--- src/rtl/game_ctrl_n_if.sv ---
// Button/switch inputs and display outputs of the swap-puzzle controller, bundled as one port.
// Optional undo button appears when GC_UNDO_EN is defined.
interface game_ctrl_n_if #(
  parameter int N_TILES = 4,
  parameter int TILE_W  = 3,
  parameter int STEP_W  = 8,
  parameter int TIME_W  = 8
);
  logic                        start_sw;
  logic                        set_bt;
  logic                        random_sw;
  logic [N_TILES*TILE_W-1:0]   board_in;
  logic [N_TILES-1:0]          act_bt;
`ifdef GC_UNDO_EN
  logic                        undo_bt;
`endif
  logic [1:0]                  game_status;
  logic [N_TILES*TILE_W-1:0]   board;
  logic                        win_flag;
  logic [STEP_W-1:0]           step_number;
  logic [TIME_W-1:0]           game_time;

`ifdef GC_UNDO_EN
  modport master (
    output start_sw, set_bt, random_sw, board_in, act_bt, undo_bt,
    input  game_status, board, win_flag, step_number, game_time
  );
  modport slave (
    input  start_sw, set_bt, random_sw, board_in, act_bt, undo_bt,
    output game_status, board, win_flag, step_number, game_time
  );
`else
  modport master (
    output start_sw, set_bt, random_sw, board_in, act_bt,
    input  game_status, board, win_flag, step_number, game_time
  );
  modport slave (
    input  start_sw, set_bt, random_sw, board_in, act_bt,
    output game_status, board, win_flag, step_number, game_time
  );
`endif
endinterface

--- src/rtl/game_ctrl_n.sv ---
// N-tile swap-puzzle controller: board register, game FSM, step counter and play timer.
// Tile 0 sits in the most significant field of board/board_in. `define GC_UNDO_EN adds one-level undo.
module game_ctrl_n #(
  parameter int N_TILES  = 4,
  parameter int TILE_W   = 3,
  parameter int STEP_W   = 8,
  parameter int TIME_W   = 8,
  parameter int TICK_DIV = 1000,
  parameter int SCRAMBLE = 16
) (
  input  logic         clk_d,
  input  logic         rst,
  game_ctrl_n_if.slave gif
);
  localparam int BW    = N_TILES * TILE_W;
  localparam int IDX_W = $clog2(N_TILES);
  localparam int PRE_W = $clog2(TICK_DIV);

  typedef enum logic [1:0] {
    CHOSE_BOARD  = 2'b00,
    GAMING       = 2'b01,
    GAME_INITIAL = 2'b10,
    WINNED       = 2'b11
  } state_t;

  function automatic logic [BW-1:0] solved_pattern();
    logic [BW-1:0] p;
    p = '0;
    for (int k = 0; k < N_TILES; k++) p[(N_TILES-1-k)*TILE_W +: TILE_W] = TILE_W'(k);
    return p;
  endfunction

  function automatic logic [BW-1:0] swap_tiles(input logic [BW-1:0] b, input int i);
    logic [BW-1:0] r;
    int            j;
    j = (i + 1 == N_TILES) ? 0 : i + 1;
    r = b;
    r[(N_TILES-1-i)*TILE_W +: TILE_W] = b[(N_TILES-1-j)*TILE_W +: TILE_W];
    r[(N_TILES-1-j)*TILE_W +: TILE_W] = b[(N_TILES-1-i)*TILE_W +: TILE_W];
    return r;
  endfunction

  state_t             state_reg;
  logic [BW-1:0]      board_reg;
  logic [STEP_W-1:0]  step_reg;
  logic [TIME_W-1:0]  time_reg;
  logic [PRE_W-1:0]   pre_reg;
  logic               win_reg;
  logic [15:0]        lfsr_reg;
  logic [7:0]         scr_cnt_reg;
  logic               set_prev_reg;
  logic [N_TILES-1:0] act_prev_reg;

  logic               set_press;
  logic [N_TILES-1:0] act_press;
  logic [N_TILES-1:0] tile_ok;
  logic               solved;
  logic               act_any;
  int                 act_idx;
  int                 scr_idx;
  logic [IDX_W-1:0]   scr_raw;
  logic [15:0]        lfsr_next;
  logic [BW-1:0]      act_board;
  logic [BW-1:0]      scr_board;

  assign set_press = gif.set_bt & ~set_prev_reg;
  assign act_press = gif.act_bt & ~act_prev_reg;

  for (genvar gi = 0; gi < N_TILES; gi++) begin : g_tile
    assign tile_ok[gi] = (board_reg[(N_TILES-1-gi)*TILE_W +: TILE_W] == TILE_W'(gi));
  end
  assign solved = &tile_ok;

  // Only the lowest-index new press is honoured.
  always_comb begin
    act_any = 1'b0;
    act_idx = 0;
    for (int i = N_TILES - 1; i >= 0; i--) begin
      if (act_press[i]) begin
        act_any = 1'b1;
        act_idx = i;
      end
    end
  end

  assign lfsr_next = lfsr_reg[0] ? ((lfsr_reg >> 1) ^ 16'hB400) : (lfsr_reg >> 1);
  assign scr_raw   = lfsr_reg[IDX_W-1:0];
  assign scr_idx   = (int'(scr_raw) >= N_TILES) ? int'(scr_raw) - N_TILES : int'(scr_raw);
  assign act_board = swap_tiles(board_reg, act_idx);
  assign scr_board = swap_tiles(board_reg, scr_idx);

`ifdef GC_UNDO_EN
  logic          undo_prev_reg;
  logic [BW-1:0] hist_reg;
  logic          hist_valid_reg;
  logic          undo_press;
  assign undo_press = gif.undo_bt & ~undo_prev_reg;
`endif

  always_ff @(posedge clk_d) begin
    if (rst) begin
      state_reg    <= CHOSE_BOARD;
      board_reg    <= solved_pattern();
      step_reg     <= '0;
      time_reg     <= '0;
      pre_reg      <= '0;
      win_reg      <= 1'b0;
      lfsr_reg     <= 16'hACE1;
      scr_cnt_reg  <= '0;
      set_prev_reg <= 1'b1;
      act_prev_reg <= '1;
`ifdef GC_UNDO_EN
      undo_prev_reg  <= 1'b1;
      hist_reg       <= '0;
      hist_valid_reg <= 1'b0;
`endif
    end else begin
      lfsr_reg     <= lfsr_next;
      set_prev_reg <= gif.set_bt;
      act_prev_reg <= gif.act_bt;
`ifdef GC_UNDO_EN
      undo_prev_reg <= gif.undo_bt;
`endif
      case (state_reg)
        CHOSE_BOARD: begin
          if (set_press) begin
            if (gif.random_sw) begin
              scr_cnt_reg <= 8'(SCRAMBLE);
              state_reg   <= GAME_INITIAL;
            end else begin
              board_reg <= gif.board_in;
            end
          end else if (gif.start_sw && !solved) begin
            state_reg <= GAMING;
            step_reg  <= '0;
            time_reg  <= '0;
            pre_reg   <= '0;
`ifdef GC_UNDO_EN
            hist_valid_reg <= 1'b0;
`endif
          end
        end
        GAME_INITIAL: begin
          board_reg   <= scr_board;
          scr_cnt_reg <= scr_cnt_reg - 8'd1;
          if (scr_cnt_reg == 8'd1) state_reg <= CHOSE_BOARD;
        end
        GAMING: begin
          // A solved board ends the game before any further move or exit is considered.
          if (solved) begin
            state_reg <= WINNED;
            win_reg   <= 1'b1;
          end else if (!gif.start_sw) begin
            state_reg <= CHOSE_BOARD;
          end else begin
            if (pre_reg == PRE_W'(TICK_DIV - 1)) begin
              pre_reg <= '0;
              if (time_reg != '1) time_reg <= time_reg + TIME_W'(1);
            end else begin
              pre_reg <= pre_reg + PRE_W'(1);
            end
            if (act_any) begin
              board_reg <= act_board;
              if (step_reg != '1) step_reg <= step_reg + STEP_W'(1);
`ifdef GC_UNDO_EN
              hist_reg       <= board_reg;
              hist_valid_reg <= 1'b1;
            end else if (undo_press && hist_valid_reg) begin
              board_reg      <= hist_reg;
              hist_valid_reg <= 1'b0;
              if (step_reg != '0) step_reg <= step_reg - STEP_W'(1);
`endif
            end
          end
        end
        WINNED: begin
          if (!gif.start_sw) begin
            state_reg <= CHOSE_BOARD;
            win_reg   <= 1'b0;
          end
        end
        default: state_reg <= CHOSE_BOARD;
      endcase
    end
  end

  assign gif.game_status = state_reg;
  assign gif.board       = board_reg;
  assign gif.win_flag    = win_reg;
  assign gif.step_number = step_reg;
  assign gif.game_time   = time_reg;
endmodule

--- src/flat_wrapper.sv ---
// flat-port wrapper written by rule: the top's interface ports become plain ports
module game_ctrl_n_flat 
#(
  parameter int N_TILES  = 4,
  parameter int TILE_W   = 3,
  parameter int STEP_W   = 8,
  parameter int TIME_W   = 8,
  parameter int TICK_DIV = 1000,
  parameter int SCRAMBLE = 16
)
  (clk_d, rst, gif_start_sw, gif_set_bt, gif_random_sw, gif_board_in, gif_act_bt, gif_game_status, gif_board, gif_win_flag, gif_step_number, gif_game_time);
  game_ctrl_n_if #(.N_TILES(N_TILES), .TILE_W(TILE_W), .STEP_W(STEP_W), .TIME_W(TIME_W)) gif_i ();
  input  logic clk_d;
  input  logic rst;
  input wire logic [$bits(gif_i.start_sw)-1:0] gif_start_sw;
  input wire logic [$bits(gif_i.set_bt)-1:0] gif_set_bt;
  input wire logic [$bits(gif_i.random_sw)-1:0] gif_random_sw;
  input wire logic [$bits(gif_i.board_in)-1:0] gif_board_in;
  input wire logic [$bits(gif_i.act_bt)-1:0] gif_act_bt;
  output wire logic [$bits(gif_i.game_status)-1:0] gif_game_status;
  output wire logic [$bits(gif_i.board)-1:0] gif_board;
  output wire logic [$bits(gif_i.win_flag)-1:0] gif_win_flag;
  output wire logic [$bits(gif_i.step_number)-1:0] gif_step_number;
  output wire logic [$bits(gif_i.game_time)-1:0] gif_game_time;
  assign gif_i.start_sw = gif_start_sw;
  assign gif_i.set_bt = gif_set_bt;
  assign gif_i.random_sw = gif_random_sw;
  assign gif_i.board_in = gif_board_in;
  assign gif_i.act_bt = gif_act_bt;
  assign gif_game_status = gif_i.game_status;
  assign gif_board = gif_i.board;
  assign gif_win_flag = gif_i.win_flag;
  assign gif_step_number = gif_i.step_number;
  assign gif_game_time = gif_i.game_time;
  game_ctrl_n #(.N_TILES(N_TILES), .TILE_W(TILE_W), .STEP_W(STEP_W), .TIME_W(TIME_W), .TICK_DIV(TICK_DIV), .SCRAMBLE(SCRAMBLE)) u_core (.clk_d(clk_d), .rst(rst), .gif(gif_i));
endmodule
--- config.mk ---
export PLATFORM = sky130hd
export DESIGN_NAME = game_ctrl_n_flat
export DESIGN_NICKNAME = d
export VERILOG_FILES = /design/src/rtl/game_ctrl_n_if.sv /design/src/rtl/game_ctrl_n.sv /design/src/flat_wrapper.sv
export SDC_FILE = /design/constraint.sdc
export NUM_CORES = 1
export LEC_CHECK = 0
export BUFFER_PORTS_ARGS = -buffer_cell sky130_fd_sc_hd__buf_4
export CORE_UTILIZATION = 50
export CTS_BUF_LIST = sky130_fd_sc_hd__clkbuf_16
export DETAILED_ROUTE_END_ITERATION = 7
export GPL_TIMING_DRIVEN = 0
export HOLD_SLACK_MARGIN = 0.1
export PLACE_DENSITY = 0.7
export REMOVE_ABC_BUFFERS = 1
export SETUP_SLACK_MARGIN = 0.05
export SKIP_CTS_REPAIR_TIMING = 1
export SLEW_MARGIN = 20
export SYNTH_ARGS = -nofsm -noshare
export SYNTH_HDL_FRONTEND = slang
export SYNTH_SLANG_ARGS = --single-unit
--- constraint.sdc ---
create_clock -name clk_d -period 7.9 [get_ports clk_d]
set_clock_uncertainty 0.1 [all_clocks]
set_input_delay 1.58 -clock clk_d [delete_from_list [all_inputs] [get_ports clk_d]]
set_output_delay 1.58 -clock clk_d [all_outputs]
set_load 0.005 [all_outputs]
# ---- Word-level counts from Yosys, hierarchy flattened
# Cells that the tools add are included.
dict set report totals {
  latchBits 0
  mem_bits_ro 0
  n_memories 0
  in_bits 21
  mem_bits_rw 0
  regBits 70
  word_cells 141
}
dict set report classes {
  reduce_logical 16
  magnitude_cmp 0
  add_sub_neg 14
  shift 12
  n_div 0
  n_bitwise 5
  eq_ne 28
  n_mux 52
  n_mul 4
}
# op n
set op_table {}
lappend op_table {{$mux 32} 5}
lappend op_table {{$neg 32->33} 4}
lappend op_table {{$shift 3x33->12 const A} 4}
lappend op_table {{$shiftx 3x33->12} 4}
lappend op_table {{$mul 32x3->32 const B} 4}
lappend op_table {{$shiftx 12x32->3} 4}
lappend op_table {{$mux 8} 12}
lappend op_table {{$sub 3x32->32 const A} 3}
lappend op_table {{$eq 32x4->1 const B} 2}
lappend op_table {{$mux 12} 5}
lappend op_table {{$mux 10} 5}
lappend op_table {{$bwmux 12} 4}
lappend op_table {{$pmux 8 s2} 3}
lappend op_table {{$pmux 12 s3} 1}
lappend op_table {{$add 32x2->32 const B} 1}
lappend op_table {{$pmux 10 s2} 1}
lappend op_table {{$add 8x1->8 const B} 2}
lappend op_table {{$mux 16} 1}
lappend op_table {{$ne 2x1->1 const B} 8}
lappend op_table {{$ne 8x8->1 const B} 2}
lappend op_table {{$mux 2} 7}
lappend op_table {{$reduce_and 7->1} 2}
lappend op_table {{$ne 2x2->1 const B} 6}
lappend op_table {{$add 10x1->10 const B} 1}
lappend op_table {{29 further kinds} 40}

# ---- Logic depth before layout (Yosys ltp)
dict set report depth {
  word_depth 19
  mapped_depth 14
  mapped_depth_nobuf 12
}

# ---- Worst setup path after synthesis
# OpenSTA, ideal clock, no wires.
dict set report synth_timing {
  kind {input to register}
  startpoint {input port gif_act_bt[0]}
  endpoint {register u_core.board_reg[4], in the netlist u_core.gif.board[4]}
  required_time_ns 7.669
  arrival_ns 3.976
  setup_time_ns 0.131
  cell_stages 11
  slack_ns 3.693
  path_cell_list {nor2b_4 -> nor3_4 -> nor2_4 -> ha_1 -> inv_1 -> clkbuf_1 -> mux4_2 -> mux2i_1 -> o21ai_0 -> a221oi_1 -> o31ai_1}
}
dict set report synth_between {
  elab_chain_cells 15
}
# item line
set synth_lines {}
lappend synth_lines {{start: declaration} flat_wrapper.sv:19} ;# input wire logic [$bits(gif_i.act_bt)-1:0] gif_act_bt;
lappend synth_lines {{$and 4x4->4 *} game_ctrl_n.sv:67} ;# assign act_press = gif.act_bt & ~act_prev_reg;
lappend synth_lines {{branches (longest 14 deep; another with $neg 32->33)} -}
lappend synth_lines {{end signal: assignment} game_ctrl_n.sv:131} ;# board_reg <= gif.board_in;
lappend synth_lines {{end signal: assignment} game_ctrl_n.sv:144} ;# board_reg <= scr_board;
lappend synth_lines {{end signal: assignment} game_ctrl_n.sv:163} ;# board_reg <= act_board;
lappend synth_lines {{end: declaration} game_ctrl_n.sv:44} ;# logic [BW-1:0] board_reg;
# Mark *: on every way between the ends. The select of a mux whose other input is x is not followed.
# A chain may end at the register's enable or synchronous reset.

# ---- Final worst setup path
dict set report layout_timing {
  startpoint {input port gif_act_bt[0]}
  endpoint {register u_core.board_reg[6], in the netlist u_core.gif.board[6]}
}
# The elaborated chain is that of the path after synthesis.

==> results_dict.tcl <==
set metrics [dict create \
    status "finished, final reports clean" \
    gp_congestion 0.993 \
    synth-main-ff-cell "dfxtp_1" \
    first_pass_iters 6 \
    antenna_found_initial 0 \
    setup_viol 0 \
    path_max_fanout 30 \
    worstHoldPathCells 1 \
    yosysMostFrequentCell "nor2_1" \
    largest_reg_flops 16 \
    synth-edff-count 0 \
    synth_area_um2 5640 \
    synthXorXnorAreaFrac 0.0466 \
    synth_area_leader_cell "dfxtp_1" \
    clock-root-buffer "clkbuf_16" \
    synthMuxAreaShare 0.0750 \
    slowest_delay_ns 0.93 \
    worstMarginPinSlew_ns 1.07 \
    synth_commonest_cells "nor2_1, dfxtp_1, nand2_1" \
    cts_tree "yes" \
    vias 5748 \
    p_sw_mw 0.752 \
    routed_via_density 6.55 \
    coreArea_um2 10900 \
    power_leakage_nw 2.31 \
    path_clk_slew_ns 0.06 \
    fin_util 0.573 \
    final_cells 878 \
    crit_chain "buf_4 > nor2b_4 > nor3_4 > nor2_4 > ha_1 > inv_1 > mux4_2 > nor2_1 > o41ai_1 > a221oi_1 > o311ai_1" \
    fmax_mhz 184 \
    timing.rr.end "u_core.gif.board[6]$_SDFFE_PP1P_" \
    grt_max_degree 47 \
    drcViolationCount 0 \
    row_count 38 \
    dieArea_um2 11700 \
    grt_pass1_wl_mm 27.5 \
    antennaDiodeCount 0 \
    worstPathArrival_ns 5.57 \
    wire_per_inst_um 20.0 \
    r2r_start "u_core.act_prev_reg[3]$_SDFF_PP1_" \
    vdd_drop_max_mv 0.170 \
    cts.htree.levels 3 \
    ff2ff_setup_slack_ns 3.53 \
    p_total_mw 1.73 \
    synthSimpleGateAreaFrac 0.292 \
    hold_start "u_core.lfsr_reg[8]$_SDFF_PP0_" \
    crit_buf_inv 2 \
    synth_top_area_share 0.249 \
    drv_cap 0 \
    synth_cells 728 \
    slew_headroom 0.287 \
    synthTopCellsByArea "dfxtp_1, nor2_1, ha_1" \
    crit_slowest_cell "ha_1" \
    power_density_nw_per_um2 278 \
    cp-end-kind "register" \
    path_delay_family "compound AO/OA/AOI/OAI gates" \
    clock_latency_ns 0.33 \
    die_w_um 108 \
    drt-total-wl_mm 17.6 \
    die_h_um 108 \
    seqPwrFrac 0.325 \
    worst_r2r_path_depth 10 \
    finalHoldViolations 0 \
    drive_above_1_share 0.152 \
    critical_path_class "input pin to register" \
    port_buffers 51 \
    startpoint_type "input pin" \
    synth.distinct_cells 83 \
    whs_ns 0.308 \
    yosys_warnings 0 \
    finalCriticalPeriod_ns 5.44 \
    drt-initial-drc-count 631 \
    synth_top_family_by_area "simple AND/OR/NAND/NOR gates" \
    synth_seq_cells 70 \
    setup-tns-final_ns 0 \
    drv_slew 0 \
    dp_hpwl_mm 12.1 \
    async_reset_ff_frac 0 \
    crit_required_ns 8.03 \
    p_int_mw 0.982 \
    grt_pass1_vias 5310 \
    hold_end "u_core.lfsr_reg[7]$_SDFF_PP1_" \
    pwr-share-comb 0.428 \
    cts_buffer_depth 2 \
    power_frac_clock 0.247 \
    rsz0062_at_grt "no" \
    dp_cells 863 \
    hp-class "register to register" \
    ant_nets 0 \
    synth_compound_area_frac 0.219 \
    grt_remaining_overflow 0 \
    clock-sinks 70 \
    nets 777 \
    syn_area_per_cell_um2 7.74 \
    synthAdderAreaFrac 0.0488 \
    track_usage 0.305 \
    areaGrowthSynthToFinish_pct 10.7 \
    ios 52 \
    start_util 0.518 \
    n_fill_cell 1043 \
    p_sw_frac 0.434 \
    synth-seq-area-share 0.249 \
    cts_inserted_buffers 9 \
    finalCritPeriodShare 0.689 \
]
## power groups by stage
| stage | Sequential [mW] | Combinational [mW] | Clock, mW |
|---|---|---|---|
| floorplan | 0.495 | 0.504 | 0 |
| global placement | 0.564 | 0.704 | 0 |
| detailed placement | 0.561 | 0.724 | 0 |
| CTS | 0.554 | 0.729 | 0.438 |
| global route | 0.566 | 0.811 | 0.450 |
| finish | 0.564 | 0.742 | 0.428 |
## logic make-up after synthesis
logic type / Yosys count
flip-flops: 70
buffers and inverters: 83
multiplexers: 36
XOR/XNOR: 30
adder cells (fa/ha/maj): 22
AO/OA/AOI/OAI: 168
AND/OR/NAND/NOR: 319
## stage by stage
stage          cell area [µm²]  worst slack (ns)
2_1_floorplan             5340              3.26
3_3_place_gp              5900              2.21
3_5_place_dp              5930              2.27
4_1_cts                   6240              2.59
5_1_grt                   6240              2.23
6_report                  6240              2.46
## worst max-delay path by stage
stage	start	end	slack (ns)	cells past startpoint
2_1_floorplan	gif_act_bt[0]	u_core.gif.board[6]$_SDFFE_PP1P_	3.26	10
6_report	gif_act_bt[0]	u_core.gif.board[6]$_SDFFE_PP1P_	2.46	11
3_5_place_dp	gif_act_bt[0]	u_core.gif.board[6]$_SDFFE_PP1P_	2.27	11
3_3_place_gp	u_core.lfsr_reg[0]$_SDFF_PP1_	u_core.gif.board[3]$_SDFFE_PP0P_	2.21	10
4_1_cts	gif_act_bt[0]	u_core.gif.board[6]$_SDFFE_PP1P_	2.59	11
5_1_grt	gif_act_bt[0]	u_core.gif.board[6]$_SDFFE_PP1P_	2.23	11
## cell type report
class / count / area (µm²) / share of cell area
Inverter: 26 / 103 / 0.0164
Sequential cell: 70 / 1400 / 0.225
Tap cell: 140 / 175 / 0.0281
Timing Repair Buffer: 52 / 403 / 0.0646
Clock inverter: 6 / 87.6 / 0.0140
Multi-Input combinational cell: 575 / 3840 / 0.616
Clock buffer: 9 / 225 / 0.0361
## placed cells by master, fill, tap and decap left out, types with 11 or more instances in the layout
cell type   n
nor2_1     81
dfxtp_1    69
nand2_1    60
buf_4      51
a21oi_1    35
nand3_1    29
mux2i_1    25
nor3_1     24
nand4_1    23
inv_1      22
o21ai_0    22
ha_1       22
nor2b_1    17
nand2b_1   15
xnor2_1    15
xor2_1     15
or2_2      14
nor4_1     13
or3_1      11
## per-layer routing
layer	part of all wire	vias to the layer above	global-route usage
li1	-	2686	-
met5	0	-	0
met1	0.42	2711	0.401
met3	0.083	64	0.0512
met4	0.037	0	0.143
met2	0.46	287	0.483
Note: power is estimated with default switching activity, not from simulation.
